### config.mk
export PLATFORM = sky130hd
export DESIGN_NAME = mem_arbiter_flat
export DESIGN_NICKNAME = d
export VERILOG_FILES = /design/src/rtl/mem_arbiter_if.sv /design/src/rtl/mem_arbiter.sv /design/src/flat_wrapper.sv
export SDC_FILE = /design/constraint.sdc
export NUM_CORES = 1
export LEC_CHECK = 0
export CORE_AREA = 2 2 105 107
export CTS_CLUSTER_DIAMETER = 150
export CTS_CLUSTER_SIZE = 25
export DETAILED_ROUTE_END_ITERATION = 12
export DIE_AREA = 0 0 107 109
export PLACE_DENSITY = 0.61
export SLEW_MARGIN = 20
export SYNTH_ARGS = -nofsm -noshare
export SYNTH_HDL_FRONTEND = slang
export SYNTH_SLANG_ARGS = --single-unit
### constraint.sdc
create_clock -name clk -period 2.2 [get_ports clk]
set_input_delay 0.22 -clock clk [delete_from_list [all_inputs] [get_ports clk]]
set_output_delay 0.22 -clock clk [all_outputs]
set_load 0.1 [all_outputs]
### src/rtl/mem_arbiter_if.sv
// Bus bundle between the mem_arbiter and its two requesters plus the unified memory.
// The slave view belongs to the arbiter; the master view is the requester/memory side.
interface mem_arbiter_if;
  logic        ibus_req_i;
  logic [31:0] ibus_addr_i;
  logic        ibus_gnt_o;
  logic        ibus_rvalid_o;
  logic [31:0] ibus_rdata_o;
  logic        ibus_stall_o;

  logic        dbus_req_i;
  logic        dbus_we_i;
  logic [31:0] dbus_addr_i;
  logic [31:0] dbus_wdata_i;
  logic        dbus_gnt_o;
  logic        dbus_rvalid_o;
  logic [31:0] dbus_rdata_o;
  logic        dbus_stall_o;

  logic [31:0] mem_addr_o;
  logic [31:0] mem_wdata_o;
  logic        mem_we_o;
  logic        mem_re_o;
  logic [31:0] mem_rdata_i;

  modport slave (
    input  ibus_req_i, ibus_addr_i,
    input  dbus_req_i, dbus_we_i, dbus_addr_i, dbus_wdata_i,
    input  mem_rdata_i,
    output ibus_gnt_o, ibus_rvalid_o, ibus_rdata_o, ibus_stall_o,
    output dbus_gnt_o, dbus_rvalid_o, dbus_rdata_o, dbus_stall_o,
    output mem_addr_o, mem_wdata_o, mem_we_o, mem_re_o
  );

  modport master (
    output ibus_req_i, ibus_addr_i,
    output dbus_req_i, dbus_we_i, dbus_addr_i, dbus_wdata_i,
    output mem_rdata_i,
    input  ibus_gnt_o, ibus_rvalid_o, ibus_rdata_o, ibus_stall_o,
    input  dbus_gnt_o, dbus_rvalid_o, dbus_rdata_o, dbus_stall_o,
    input  mem_addr_o, mem_wdata_o, mem_we_o, mem_re_o
  );
endinterface

### src/rtl/mem_arbiter.sv
// mem_arbiter: shares one single-port memory between instruction fetch (ibus)
// and the MEM-stage data bus (dbus). One transaction in flight at a time; data
// accesses win ties, and a starvation counter forces a fetch through after
// STARVE_MAX consecutive contested data wins.
module mem_arbiter #(
  parameter int MEM_LAT    = 1,
  parameter int STARVE_MAX = 4
) (
  input logic          clk,
  input logic          rst,
  mem_arbiter_if.slave bus
);

  typedef enum logic {
    ST_IDLE,
    ST_WAIT
  } state_t;

  localparam logic [2:0] LAT_LOAD   = 3'(MEM_LAT - 1);
  localparam logic [3:0] STARVE_LIM = 4'(STARVE_MAX);
  localparam logic       OWNER_IBUS = 1'b0;
  localparam logic       OWNER_DBUS = 1'b1;

  state_t     r_state;
  logic       r_owner;
  logic [2:0] r_latCnt;
  logic [3:0] r_starveCnt;

  logic w_idle;
  logic w_starved;
  logic w_ibusWin;
  logic w_dbusWin;
  logic w_done;
  logic w_ibusDone;
  logic w_dbusDone;

  // Pick a winner while idle: dbus by default, ibus when alone or when it has been starved.
  always_comb begin
    w_idle    = ~rst & (r_state == ST_IDLE);
    w_starved = (r_starveCnt == STARVE_LIM);
    w_ibusWin = w_idle & bus.ibus_req_i & (~bus.dbus_req_i | w_starved);
    w_dbusWin = w_idle & bus.dbus_req_i & ~(bus.ibus_req_i & w_starved);
  end

  // Completion is the last WAIT cycle; steer it to whoever owns the transaction.
  always_comb begin
    w_done     = ~rst & (r_state == ST_WAIT) & (r_latCnt == 3'd0);
    w_ibusDone = w_done & (r_owner == OWNER_IBUS);
    w_dbusDone = w_done & (r_owner == OWNER_DBUS);
  end

  // Memory command is driven only in the issue cycle, straight from the winner's inputs.
  always_comb begin
    bus.mem_addr_o  = '0;
    bus.mem_wdata_o = '0;
    bus.mem_we_o    = 1'b0;
    bus.mem_re_o    = 1'b0;
    if (w_ibusWin) begin
      bus.mem_addr_o = bus.ibus_addr_i;
      bus.mem_re_o   = 1'b1;
    end else if (w_dbusWin) begin
      bus.mem_addr_o  = bus.dbus_addr_i;
      bus.mem_wdata_o = bus.dbus_wdata_i;
      bus.mem_we_o    = bus.dbus_we_i;
      bus.mem_re_o    = ~bus.dbus_we_i;
    end
  end

  // Requester-facing grant, completion, data and stall lines, all forced low in reset.
  always_comb begin
    bus.ibus_gnt_o    = w_ibusWin;
    bus.dbus_gnt_o    = w_dbusWin;
    bus.ibus_rvalid_o = w_ibusDone;
    bus.dbus_rvalid_o = w_dbusDone;
    bus.ibus_rdata_o  = rst ? 32'd0 : bus.mem_rdata_i;
    bus.dbus_rdata_o  = rst ? 32'd0 : bus.mem_rdata_i;
    bus.ibus_stall_o  = ~rst & bus.ibus_req_i & ~w_ibusDone;
    bus.dbus_stall_o  = ~rst & bus.dbus_req_i & ~w_dbusDone;
  end

  // Sequencer: latch owner and latency on a grant, count down, and track fetch starvation.
  always_ff @(posedge clk) begin
    if (rst) begin
      r_state     <= ST_IDLE;
      r_owner     <= OWNER_IBUS;
      r_latCnt    <= 3'd0;
      r_starveCnt <= 4'd0;
    end else begin
      case (r_state)
        ST_IDLE: begin
          if (w_ibusWin || w_dbusWin) begin
            r_state  <= ST_WAIT;
            r_owner  <= w_dbusWin ? OWNER_DBUS : OWNER_IBUS;
            r_latCnt <= LAT_LOAD;
          end
          if (w_ibusWin) begin
            r_starveCnt <= 4'd0;
          end else if (w_dbusWin && bus.ibus_req_i && (r_starveCnt != STARVE_LIM)) begin
            r_starveCnt <= r_starveCnt + 4'd1;
          end
        end
        ST_WAIT: begin
          if (r_latCnt == 3'd0) begin
            r_state <= ST_IDLE;
          end else begin
            r_latCnt <= r_latCnt - 3'd1;
          end
        end
        default: r_state <= ST_IDLE;
      endcase
    end
  end

endmodule

### src/flat_wrapper.sv
// flat-port wrapper written by rule: the top's interface ports become plain ports
module mem_arbiter_flat 
#(
  parameter int MEM_LAT    = 1,
  parameter int STARVE_MAX = 4
)
  (clk, rst, bus_ibus_req_i, bus_ibus_addr_i, bus_dbus_req_i, bus_dbus_we_i, bus_dbus_addr_i, bus_dbus_wdata_i, bus_mem_rdata_i, bus_ibus_gnt_o, bus_ibus_rvalid_o, bus_ibus_rdata_o, bus_ibus_stall_o, bus_dbus_gnt_o, bus_dbus_rvalid_o, bus_dbus_rdata_o, bus_dbus_stall_o, bus_mem_addr_o, bus_mem_wdata_o, bus_mem_we_o, bus_mem_re_o);
  mem_arbiter_if bus_i ();
  input logic clk;
  input logic rst;
  input wire logic [$bits(bus_i.ibus_req_i)-1:0] bus_ibus_req_i;
  input wire logic [$bits(bus_i.ibus_addr_i)-1:0] bus_ibus_addr_i;
  input wire logic [$bits(bus_i.dbus_req_i)-1:0] bus_dbus_req_i;
  input wire logic [$bits(bus_i.dbus_we_i)-1:0] bus_dbus_we_i;
  input wire logic [$bits(bus_i.dbus_addr_i)-1:0] bus_dbus_addr_i;
  input wire logic [$bits(bus_i.dbus_wdata_i)-1:0] bus_dbus_wdata_i;
  input wire logic [$bits(bus_i.mem_rdata_i)-1:0] bus_mem_rdata_i;
  output wire logic [$bits(bus_i.ibus_gnt_o)-1:0] bus_ibus_gnt_o;
  output wire logic [$bits(bus_i.ibus_rvalid_o)-1:0] bus_ibus_rvalid_o;
  output wire logic [$bits(bus_i.ibus_rdata_o)-1:0] bus_ibus_rdata_o;
  output wire logic [$bits(bus_i.ibus_stall_o)-1:0] bus_ibus_stall_o;
  output wire logic [$bits(bus_i.dbus_gnt_o)-1:0] bus_dbus_gnt_o;
  output wire logic [$bits(bus_i.dbus_rvalid_o)-1:0] bus_dbus_rvalid_o;
  output wire logic [$bits(bus_i.dbus_rdata_o)-1:0] bus_dbus_rdata_o;
  output wire logic [$bits(bus_i.dbus_stall_o)-1:0] bus_dbus_stall_o;
  output wire logic [$bits(bus_i.mem_addr_o)-1:0] bus_mem_addr_o;
  output wire logic [$bits(bus_i.mem_wdata_o)-1:0] bus_mem_wdata_o;
  output wire logic [$bits(bus_i.mem_we_o)-1:0] bus_mem_we_o;
  output wire logic [$bits(bus_i.mem_re_o)-1:0] bus_mem_re_o;
  assign bus_i.ibus_req_i = bus_ibus_req_i;
  assign bus_i.ibus_addr_i = bus_ibus_addr_i;
  assign bus_i.dbus_req_i = bus_dbus_req_i;
  assign bus_i.dbus_we_i = bus_dbus_we_i;
  assign bus_i.dbus_addr_i = bus_dbus_addr_i;
  assign bus_i.dbus_wdata_i = bus_dbus_wdata_i;
  assign bus_i.mem_rdata_i = bus_mem_rdata_i;
  assign bus_ibus_gnt_o = bus_i.ibus_gnt_o;
  assign bus_ibus_rvalid_o = bus_i.ibus_rvalid_o;
  assign bus_ibus_rdata_o = bus_i.ibus_rdata_o;
  assign bus_ibus_stall_o = bus_i.ibus_stall_o;
  assign bus_dbus_gnt_o = bus_i.dbus_gnt_o;
  assign bus_dbus_rvalid_o = bus_i.dbus_rvalid_o;
  assign bus_dbus_rdata_o = bus_i.dbus_rdata_o;
  assign bus_dbus_stall_o = bus_i.dbus_stall_o;
  assign bus_mem_addr_o = bus_i.mem_addr_o;
  assign bus_mem_wdata_o = bus_i.mem_wdata_o;
  assign bus_mem_we_o = bus_i.mem_we_o;
  assign bus_mem_re_o = bus_i.mem_re_o;
  mem_arbiter #(.MEM_LAT(MEM_LAT), .STARVE_MAX(STARVE_MAX)) u_core (.clk(clk), .rst(rst), .bus(bus_i));
endmodule
# == Word level (Yosys, flattened, before mapping) ==
# Index checks and enable logic that the tools add are counted.
# op_classes
addsub,2
multipliers,0
div_mod_pow,0
magnitude_cmp,0
eq_ne,4
shift,0
n_mux,18
bitwise_logic,23
reduce_logical,8
# ops
operator,count
32-bit two-way mux,5
1-bit AND,14
4-bit two-way mux,2
1-bit NOT,8
1-bit two-way mux,7
3-bit two-way mux,2
3-bit case mux with 2 select lines,1
2-bit AND reduction,3
"4-bit by 1-bit adder with 4-bit output, second input constant",1
"4-bit by 3-bit == test with 1-bit output, second input constant",1
"2-bit inequality test, second input constant",2
"4-bit by 3-bit inequality test with 1-bit output, second input constant",1
3-bit zero test,1
"3-bit by 1-bit subtractor with 3-bit output, second input constant",1
1-bit logical AND,2
1-bit case mux with 2 select lines,1
2-bit nonzero test,1
1-bit logical OR,1
1-bit OR,1
# word_totals
ff_bits,9
latch_bits,0
ram_bits,0
romBits,0
input_bits,133
output_inout_bits,136
elab_cells,59
n_memories,0

# == Depth between registers and ports, before layout ==
# Gate-level depths: netlist of run 1.
# logic_depth
depth_word,8
depth_mapped,7

# == Least setup slack after synthesis of run 1 ==
# No wires, ideal clock.
# synth_timing
path_kind,register -> output
start,register u_core.r_latCnt[0]
end,output port bus_dbus_stall_o
arrival_time_ns,4.475
required_ns,1.980
setup_slack_ns,-2.495
stages_incl_launch_ff,7
n_path_buf,0
cell_sequence,dfxtp_1 > inv_1 > ha_1 > ha_1 > nand2_1 > nor3b_1 > nor3b_1
# synth_between
elab_chain_cells,5
# synth_rtl
element,line,rtl
start: declaration,mem_arbiter.sv:26,logic [2:0] r_latCnt;
start signal: assignment,mem_arbiter.sv:106,r_latCnt <= r_latCnt - 3'd1;
3-bit zero test,mem_arbiter.sv:47,w_done = ~rst & (r_state == ST_WAIT) & (r_latCnt == 3'd0);
1-bit AND,mem_arbiter.sv:47,
1-bit AND,mem_arbiter.sv:49,w_dbusDone = w_done & (r_owner == OWNER_DBUS);
net bus_dbus_rvalid_o,flat_wrapper.sv:23,output wire logic [$bits(bus_i.dbus_rvalid_o)-1:0] bus_dbus_rvalid_o;
1-bit NOT,mem_arbiter.sv:78,bus.dbus_stall_o = ~rst & bus.dbus_req_i & ~w_dbusDone;
1-bit AND,mem_arbiter.sv:78,
end: declaration,flat_wrapper.sv:25,output wire logic [$bits(bus_i.dbus_stall_o)-1:0] bus_dbus_stall_o;
# The timed path passes the listed nets, and every way through them passes these cells.

# == Final worst setup path of run 1 ==
# layout_timing
start,register u_core.r_starveCnt[1]
end,output port bus_mem_addr_o[19]
# layout_between
elab_chain_cells,6
word_cells_on_any_way,8
classes_between,eq/ne: 1; mux: 2; bitwise: 5
# layout_rtl
element,line,rtl
start: declaration,mem_arbiter.sv:27,logic [3:0] r_starveCnt;
start signal: assignment,mem_arbiter.sv:99,r_starveCnt <= r_starveCnt + 4'd1;
4-bit by 3-bit == test with 1-bit output (*),mem_arbiter.sv:40,w_starved = (r_starveCnt == STARVE_LIM);
1-bit AND,mem_arbiter.sv:42,w_dbusWin = w_idle & bus.dbus_req_i & ~(bus.ibus_req_i & w_starved);
1-bit NOT,mem_arbiter.sv:42,
1-bit AND,mem_arbiter.sv:42,
32-bit two-way mux,mem_arbiter.sv:61,end else if (w_dbusWin) begin
32-bit two-way mux (*),mem_arbiter.sv:58,if (w_ibusWin) begin
end: declaration,flat_wrapper.sv:26,output wire logic [$bits(bus_i.mem_addr_o)-1:0] bus_mem_addr_o;
# Every way passes the cells marked *; elsewhere a longest branch is shown, timed or not.

==> results of run 1 <==
[flip-flops by register name, indices dropped and copies added, names as in the netlist]
signal and count:
u_core.r_starveCnt 4, u_core.r_state 1, u_core.r_owner 1, u_core.r_latCnt 3
[what timing repair did]
item                                    in CTS  in global routing
gates resized for setup                      0                  6
hold buffers                                 0                  0
setup buffers                                0                  2
endpoints found under the setup margin       0                 65
[metrics by stage]
step	cell area, sq um	setup WS, ps	power (mW)
3_3_place_gp	5384	108.8	2.119
2_1_floorplan	1712	-575.6	1.349
5_1_grt	5499	-11.80	2.384
6_report	5502	86.94	2.320
4_1_cts	5429	21.09	2.319
3_5_place_dp	5384	86.32	2.121
[layout make-up]
cell class	instances	share of cell area, %
repair buffers	278	70.98
multi-input cells	140	21.13
flip-flops and latches	9	3.298
well taps	140	3.184
clock buffers	4	0.8187
inverters	8	0.5458
diodes	1	0.04549
[kinds of logic after synthesis]
logic type / Yosys count / share of synthesized area [%]
AO/OA/AOI/OAI: 45 / 24.73
flip-flops: 9 / 11.34
AND/OR/NAND/NOR: 91 / 36.54
adder cells (fa/ha/maj): 4 / 3.150
buffers and inverters: 56 / 24.25
[worst max-delay path: cells and delay by family, from the launching register on]
family	cells	cell delay, ps
buf+inv	3	430
flops	1	370
simple gates	2	460
compound gates	1	200
fa+ha+maj	1	190
[power groups by stage]
stage / sequential [mW] / clock, mW / combinational, mW
3_5_place_dp: 0.176 / 0 / 1.94
3_3_place_gp: 0.176 / 0 / 1.94
2_1_floorplan: 0.175 / 0 / 1.17
6_report: 0.174 / 0.191 / 1.96
4_1_cts: 0.173 / 0.193 / 1.95
5_1_grt: 0.174 / 0.208 / 2.00
[cell usage after synthesis, types with 4 or more instances]
| cell type | instances |
|---|---|
| a21oi_1 | 4 |
| a22o_1 | 21 |
| a22o_2 | 11 |
| and2_1 | 33 |
| buf_4 | 32 |
| buf_6 | 7 |
| clkbuf_1 | 6 |
| dfxtp_1 | 9 |
| ha_1 | 4 |
| inv_1 | 8 |
| nand2_1 | 5 |
| nand4_1 | 4 |
| nor2b_1 | 32 |
| nor3b_1 | 4 |
[worst paths after layout]
path,startpoint,to,slack (ps)
hold / removal,u_core.r_latCnt[2]$_SDFFE_PP0P_,u_core.r_latCnt[2]$_SDFFE_PP0P_,470
setup / recovery,u_core.r_starveCnt[1]$_SDFFE_PP0P_,bus_mem_addr_o[19],90
setup reg to reg,u_core.r_latCnt[0]$_SDFFE_PP0P_,u_core.r_latCnt[0]$_SDFFE_PP0P_,700
hold reg to reg,u_core.r_latCnt[2]$_SDFFE_PP0P_,u_core.r_latCnt[2]$_SDFFE_PP0P_,470
[layout by cell type, fill, tap and decap left out, types with 3 or more instances in the layout]
cell type | netlist | final
buf_4 | 32 | 26
dfxtp_1 | 9 | 8
and2_2 | 0 | 20
clkbuf_8 | 0 | 3
and2_4 | 0 | 9
inv_1 | 8 | 8
a21oi_1 | 4 | 4
a22o_1 | 21 | 9
nand4_1 | 4 | 4
nand2_1 | 5 | 5
a22o_2 | 11 | 21
nor2b_4 | 0 | 3
and2_1 | 33 | 4
buf_12 | 0 | 117
ha_1 | 4 | 4
nor2b_1 | 32 | 29
clkdlybuf4s50_1 | 0 | 131
[layer usage]
metal / wire, um / vias up / part of all wire, % / global-route usage [%]
met5: 0 / - / 0 / 0
li1: - / 1152 / - / -
met4: 244 / 0 / 2.4 / 4.824
met3: 909 / 10 / 9.1 / 5.081
met2: 4913 / 141 / 49 / 26.07
met1: 3951 / 1071 / 39 / 18.41
==> summary.md, run 1 <==
| Metric | Value |
|---|---|
| Status | finished, final reports clean |
| CTS Buf Count | 3 |
| Mapped Nets | 342 |
| First-pass DRT Iterations | 4 |
| Post-synth EDFFs | 0 |
| PwrDens | 421.7 nW/um^2 |
| Ys async rst share | 0% |
| Post-synthesis sequential area ratio | 11.34% |
| Die height | 109 um |
| Latest clock arrival within the worst-skew pair | 230 ps |
| Slew headroom | 61.65% |
| Hold Crit Depth | 1 |
| Crit-path slowest cell | dfxtp_1 |
| Final worst path period need | 2113 ps |
| # IOs | 269 |
| Post-synthesis register bit count | 9 |
| Root Buffer | clkbuf_8 |
| Synthesized area | 1589 sq um |
| Leading area contributor after synthesis | buf_4 |
| Clock Skews | 4.390 ps |
| Final Hold Vio Count | 0 |
| DP HPWL | 8325 um |
| Initial antenna violation count | 1 |
| Sw Share | 55.35% |
| Vias/cell | 4.093 |
| YS warnings | 0 |
| Vias in the first global route | 2332 |
| Gp weighted congestion | 0.8263 |
| Fillers | 923 |
| Final nets | 577 |
| CP endpoint kind | primary output |
| Syn Inst Count | 205 |
| Leakage | 2.245 nW |
| Clk slew on worst S/H paths | 50 ps |
| Synth top area cells | buf_4 15%, and2_1 13%, nor2b_1 13% |
| Fraction of layout cells with a size suffix above 1 | 49.20% |
| Slowest Stage Delay on Critical Path | 370 ps |
| Area growth from synthesis to layout | 246.2% |
| Netlist cell types | 33 |
| Crit Path Class | flop to primary output |
| H-tree depth | 1 |
| Die area | 11660 sq um |
| Final Setup Violations | 0 |
| Cell Int Power | 1.036 mW |
| Area of the multi-input gates | 1162 sq um |
| Mean post-synth cell area | 7.751 sq um |
| Final Cycle Share | 96.05% |
| Total Routing Usage GR | 15.37% |
| Crit-path cells | inv_1 -> ha_1 -> nand4b_1 -> and4bb_4 -> buf_12 -> a22o_1 -> buf_12 |
| CP Max Fanout | 20 |
| Clock power frac | 8.2% |
| Finished Layout Cells | 580 |
| Die Span X | 107 um |
| Final core occ | 51.89% |
| CTS tree | built |
| Switch Pwr | 1.284 mW |
| Initial core utilization | 14.99% |
| Sequential share of power | 7.5% |
| CP most frequent cell | buf_12 |
| Worst-Margin Slew | 574.1 ps |
| Vias | 2374 |
| Worst R2R Path Depth | 6 |
| RSZ-0062 raised after global routing | yes |
| Min-Delay Path Class | flop to flop |
| Count of buffers from port buffering | 268 |
| Worst vdd ir | 274.7 uV |
| Startpoint Class | flop |
| Core ar. | 10600 sq um |
| Comb pwr share | 84.3% |
| DR iter-0 viols | 138 |
| Total gr overflow | 0 |
| Bufs on Longest Clock Path | 2 |
| Rows | 38 |
| CTS Sinks | 9 |
| Max_cap viols | 0 |
| Cells after DPL | 572 |
| DRC | 0 |
| Final Max Slew Viols | 0 |
| Final ANT Viol Nets | 0 |
| Sequential standard cell area | 181.4 sq um |
| First-pass GRT wire length | 13640 um |
| Maximum clock frequency | 473.2 MHz |
| Arr. time, crit path | 1890 ps |
| Fin Hold WS | 473.1 ps |
| Final setup TNS | 0 ps |
| Final WL | 10020 um |
| Data required time of the critical path | 1980 ps |
| Average wire per standard cell | 17.27 um |
| Top cell type's share of synthesized area | 15.12% |
| Largest net degree at the start of global routing | 44 |
| Top_reg_cell synth | dfxtp_1 |
Power figures use the tool's default switching activity.
==> run 2, diff against run 1 <==
--- a/config.mk
+++ b/config.mk
@@ -6,10 +6,12 @@
 export NUM_CORES = 1
 export LEC_CHECK = 0
 export CORE_AREA = 2 2 105 107
+export CTS_BUF_LIST = sky130_fd_sc_hd__clkbuf_8
 export CTS_CLUSTER_DIAMETER = 150
 export CTS_CLUSTER_SIZE = 25
 export DETAILED_ROUTE_END_ITERATION = 12
 export DIE_AREA = 0 0 107 109
+export MAX_ROUTING_LAYER = met4
 export PLACE_DENSITY = 0.61
 export SLEW_MARGIN = 20
 export SYNTH_ARGS = -nofsm -noshare
==> run 2 against run 1 <==
Die area did not move. Via count is essentially flat. Register-to-register slack barely moved.
==> summary.md, run 2 (synthesis gave the netlist of run 1 again) <==
| Metric | Value |
|---|---|
| CTS Sinks | 9 (unchanged) |
| Worst vdd ir | 268.1 uV (was 274.7 uV) |
| Fraction of layout cells with a size suffix above 1 | 49.20% (unchanged) |
| Area growth from synthesis to layout | 246.2% (unchanged) |
| Vias/cell | 4.090 (was 4.093) |
| First-pass GRT wire length | 13610 um (was 13640 um) |
| H-tree depth | 1 (unchanged) |
| Data required time of the critical path | 1980 ps (about the same) |
| Vias | 2372 (was 2374) |
| Worst-Margin Slew | 574.7 ps (was 574.1 ps) |
| Crit-path cells | inv_1 -> ha_1 -> nand4b_1 -> and4bb_4 -> buf_12 -> a22o_1 -> buf_12 (unchanged) |
| Total gr overflow | 0 (unchanged) |
| CP most frequent cell | buf_12 (unchanged) |
| Critical path's top delay family | simple AND/OR/NAND/NOR gates (unchanged) |
| Max reg flops | 4 (unchanged) |
| Count of buffers from port buffering | 268 (unchanged) |
| Maximum clock frequency | 472.0 MHz (was 473.2 MHz) |
| Area after DPL | 5384 sq um (unchanged) |
| Final Cycle Share | 96.31% (was 96.05%) |
| Final core occ | 51.89% (unchanged) |
| Crit Path Class | flop to primary output (unchanged) |
| DR iter-0 viols | 151 (was 138) |
| CTS tree | built (unchanged) |
| Vias in the first global route | 2338 (was 2332) |
| Final Setup Violations | 0 (unchanged) |
| Sequential share of power | 7.5% (about the same) |
| Die Span X | 107 um (unchanged) |
| Slowest Stage Delay on Critical Path | 370 ps (about the same) |
| RSZ-0062 raised after global routing | yes (unchanged) |
| Max_cap viols | 0 (unchanged) |
| Fin Hold WS | 473.1 ps (about the same) |
| Die height | 109 um (unchanged) |
| Fin area | 5502 sq um (unchanged) |
| First-pass DRT Iterations | 4 (unchanged) |
| Gp weighted congestion | 0.8388 (was 0.8263) |
| Final Hold Vio Count | 0 (unchanged) |
| CP bufs+invs | 3 (unchanged) |
| Crit-path slowest cell | dfxtp_1 (unchanged) |
| Slew headroom | 61.61% (was 61.65%) |
| CP Max Fanout | 20 (unchanged) |
| Average wire per standard cell | 17.26 um (was 17.27 um) |
| Switch Pwr | 1.284 mW (about the same) |
| Initial core utilization | 14.99% (unchanged) |
| Clock power frac | 8.0% (was 8.2%) |
| Largest net degree at the start of global routing | 44 (unchanged) |
| Setup WS pre-CTS | 86.32 ps (unchanged) |
| Top Registers | u_core.r_starveCnt: 4 flops, u_core.r_latCnt: 3 flops (unchanged) |
| Clock Skews | 4.076 ps (was 4.390 ps) |
| Latest clock arrival within the worst-skew pair | 230 ps (about the same) |
| Fillers | 923 (unchanged) |
| Startpoint Class | flop (unchanged) |
| Final WL | 10010 um (was 10020 um) |
| Initial antenna violation count | 1 (unchanged) |
| Bufs on Longest Clock Path | 2 (unchanged) |
| DP HPWL | 8325 um (unchanged) |
| Total Routing Usage GR | 15.81% (was 15.37%) |
| Final nets | 577 (unchanged) |
| Cell Int Power | 1.031 mW (was 1.036 mW) |
| CTS Buf Count | 3 (unchanged) |
| Min-Delay Path Class | flop to flop (unchanged) |
| Final Max Slew Viols | 0 (unchanged) |
| Final setup TNS | 0 ps (unchanged) |
| Final worst path period need | 2119 ps (was 2113 ps) |
| Arr. time, crit path | 1900 ps (was 1890 ps) |
| Overall power | 2.315 mW (was 2.320 mW) |
| CP endpoint kind | primary output (unchanged) |
| Top reg by flops | u_core.r_starveCnt (unchanged) |
| Rows | 38 (unchanged) |
| Finished Layout Cells | 580 (unchanged) |
| Comb pwr share | 84.5% (was 84.3%) |
| Cts hold-fix bufs | 0 (unchanged) |
| Sw Share | 55.47% (was 55.35%) |
| Clk slew on worst S/H paths | 50 ps (about the same) |
| # IOs | 269 (unchanged) |
| Leakage | 2.249 nW (was 2.245 nW) |
| Final ANT Viol Nets | 0 (unchanged) |
| Status | finished, final reports clean (unchanged) |
| Root Buffer | clkbuf_8 (unchanged) |
| Most frequent cells in the layout | 131 x clkdlybuf4s50_1, 117 x buf_12, 29 x nor2b_1 (unchanged) |
| Most common cell after layout, fill and taps aside | clkdlybuf4s50_1 (unchanged) |
| Core ar. | 10600 sq um (unchanged) |
| Die area | 11660 sq um (unchanged) |
| Cells after DPL | 572 (unchanged) |
| PnR worst setup slack | 81.28 ps (was 86.94 ps) |
| PwrDens | 420.8 nW/um^2 (was 421.7 nW/um^2) |
| DRC | 0 (unchanged) |
## run 2: changes by cell type in the layout (fill, tap and decap cells not counted), sizes merged
cell / before / now
clkbuf: 5 / 4
inv: 8 / 9
## run 2: worst paths after layout
path,to,startpoint,cells after the start,slack (ps)
setup / recovery,bus_mem_addr_o[19],u_core.r_starveCnt[1]$_SDFFE_PP0P_,7,80
hold / removal,u_core.r_latCnt[2]$_SDFFE_PP0P_,u_core.r_latCnt[2]$_SDFFE_PP0P_,1,470
setup reg to reg,u_core.r_latCnt[0]$_SDFFE_PP0P_,u_core.r_latCnt[0]$_SDFFE_PP0P_,6,700
hold reg to reg,u_core.r_latCnt[2]$_SDFFE_PP0P_,u_core.r_latCnt[2]$_SDFFE_PP0P_,1,470
## run 2: cell type report
cell class	instances	area, sq um	share of cell area [%]
Inverter	8	30.03	0.5458
Clock buffer	3	41.29	0.7505
Tap cell	140	175.2	3.184
Multi-Input combinational cell	140	1162	21.13
Timing Repair Buffer	278	3905	70.98
Clock inverter	1	3.754	0.06823
Sequential cell	9	181.4	3.298
Antenna cell	1	2.502	0.04549
## run 2: metal layers
layer,track usage [%],vias to the layer above,part of all wire [%]
met5,-,-,0
met4,4.824,0,2.4
met3,4.782,10,8.9
met2,26.07,143,49
met1,18.59,1068,40
li1,-,1151,-
## run 2: power groups by stage
stage	sequential [mW]	clock, mW	combinational (mW)
final	0.174	0.186	1.96
after floorplan	0.175	0	1.17
after detailed placement	0.176	0	1.94
after CTS	0.173	0.189	1.95
after global placement	0.176	0	1.94
after global routing	0.174	0.203	2.00
## run 2: timing repair
item	CTS	global route
setup buffers	0	2
setup endpoints to repair	0	65
resized for setup	0	6
## run 2: worst register-to-register path: cells and delay by family, from the launching register on
family / cells / cell delay (ps)
compound gates: 1 / 90
buf+inv: 1 / 50
simple gates: 2 / 580
fa+ha+maj: 2 / 390
flops: 1 / 340
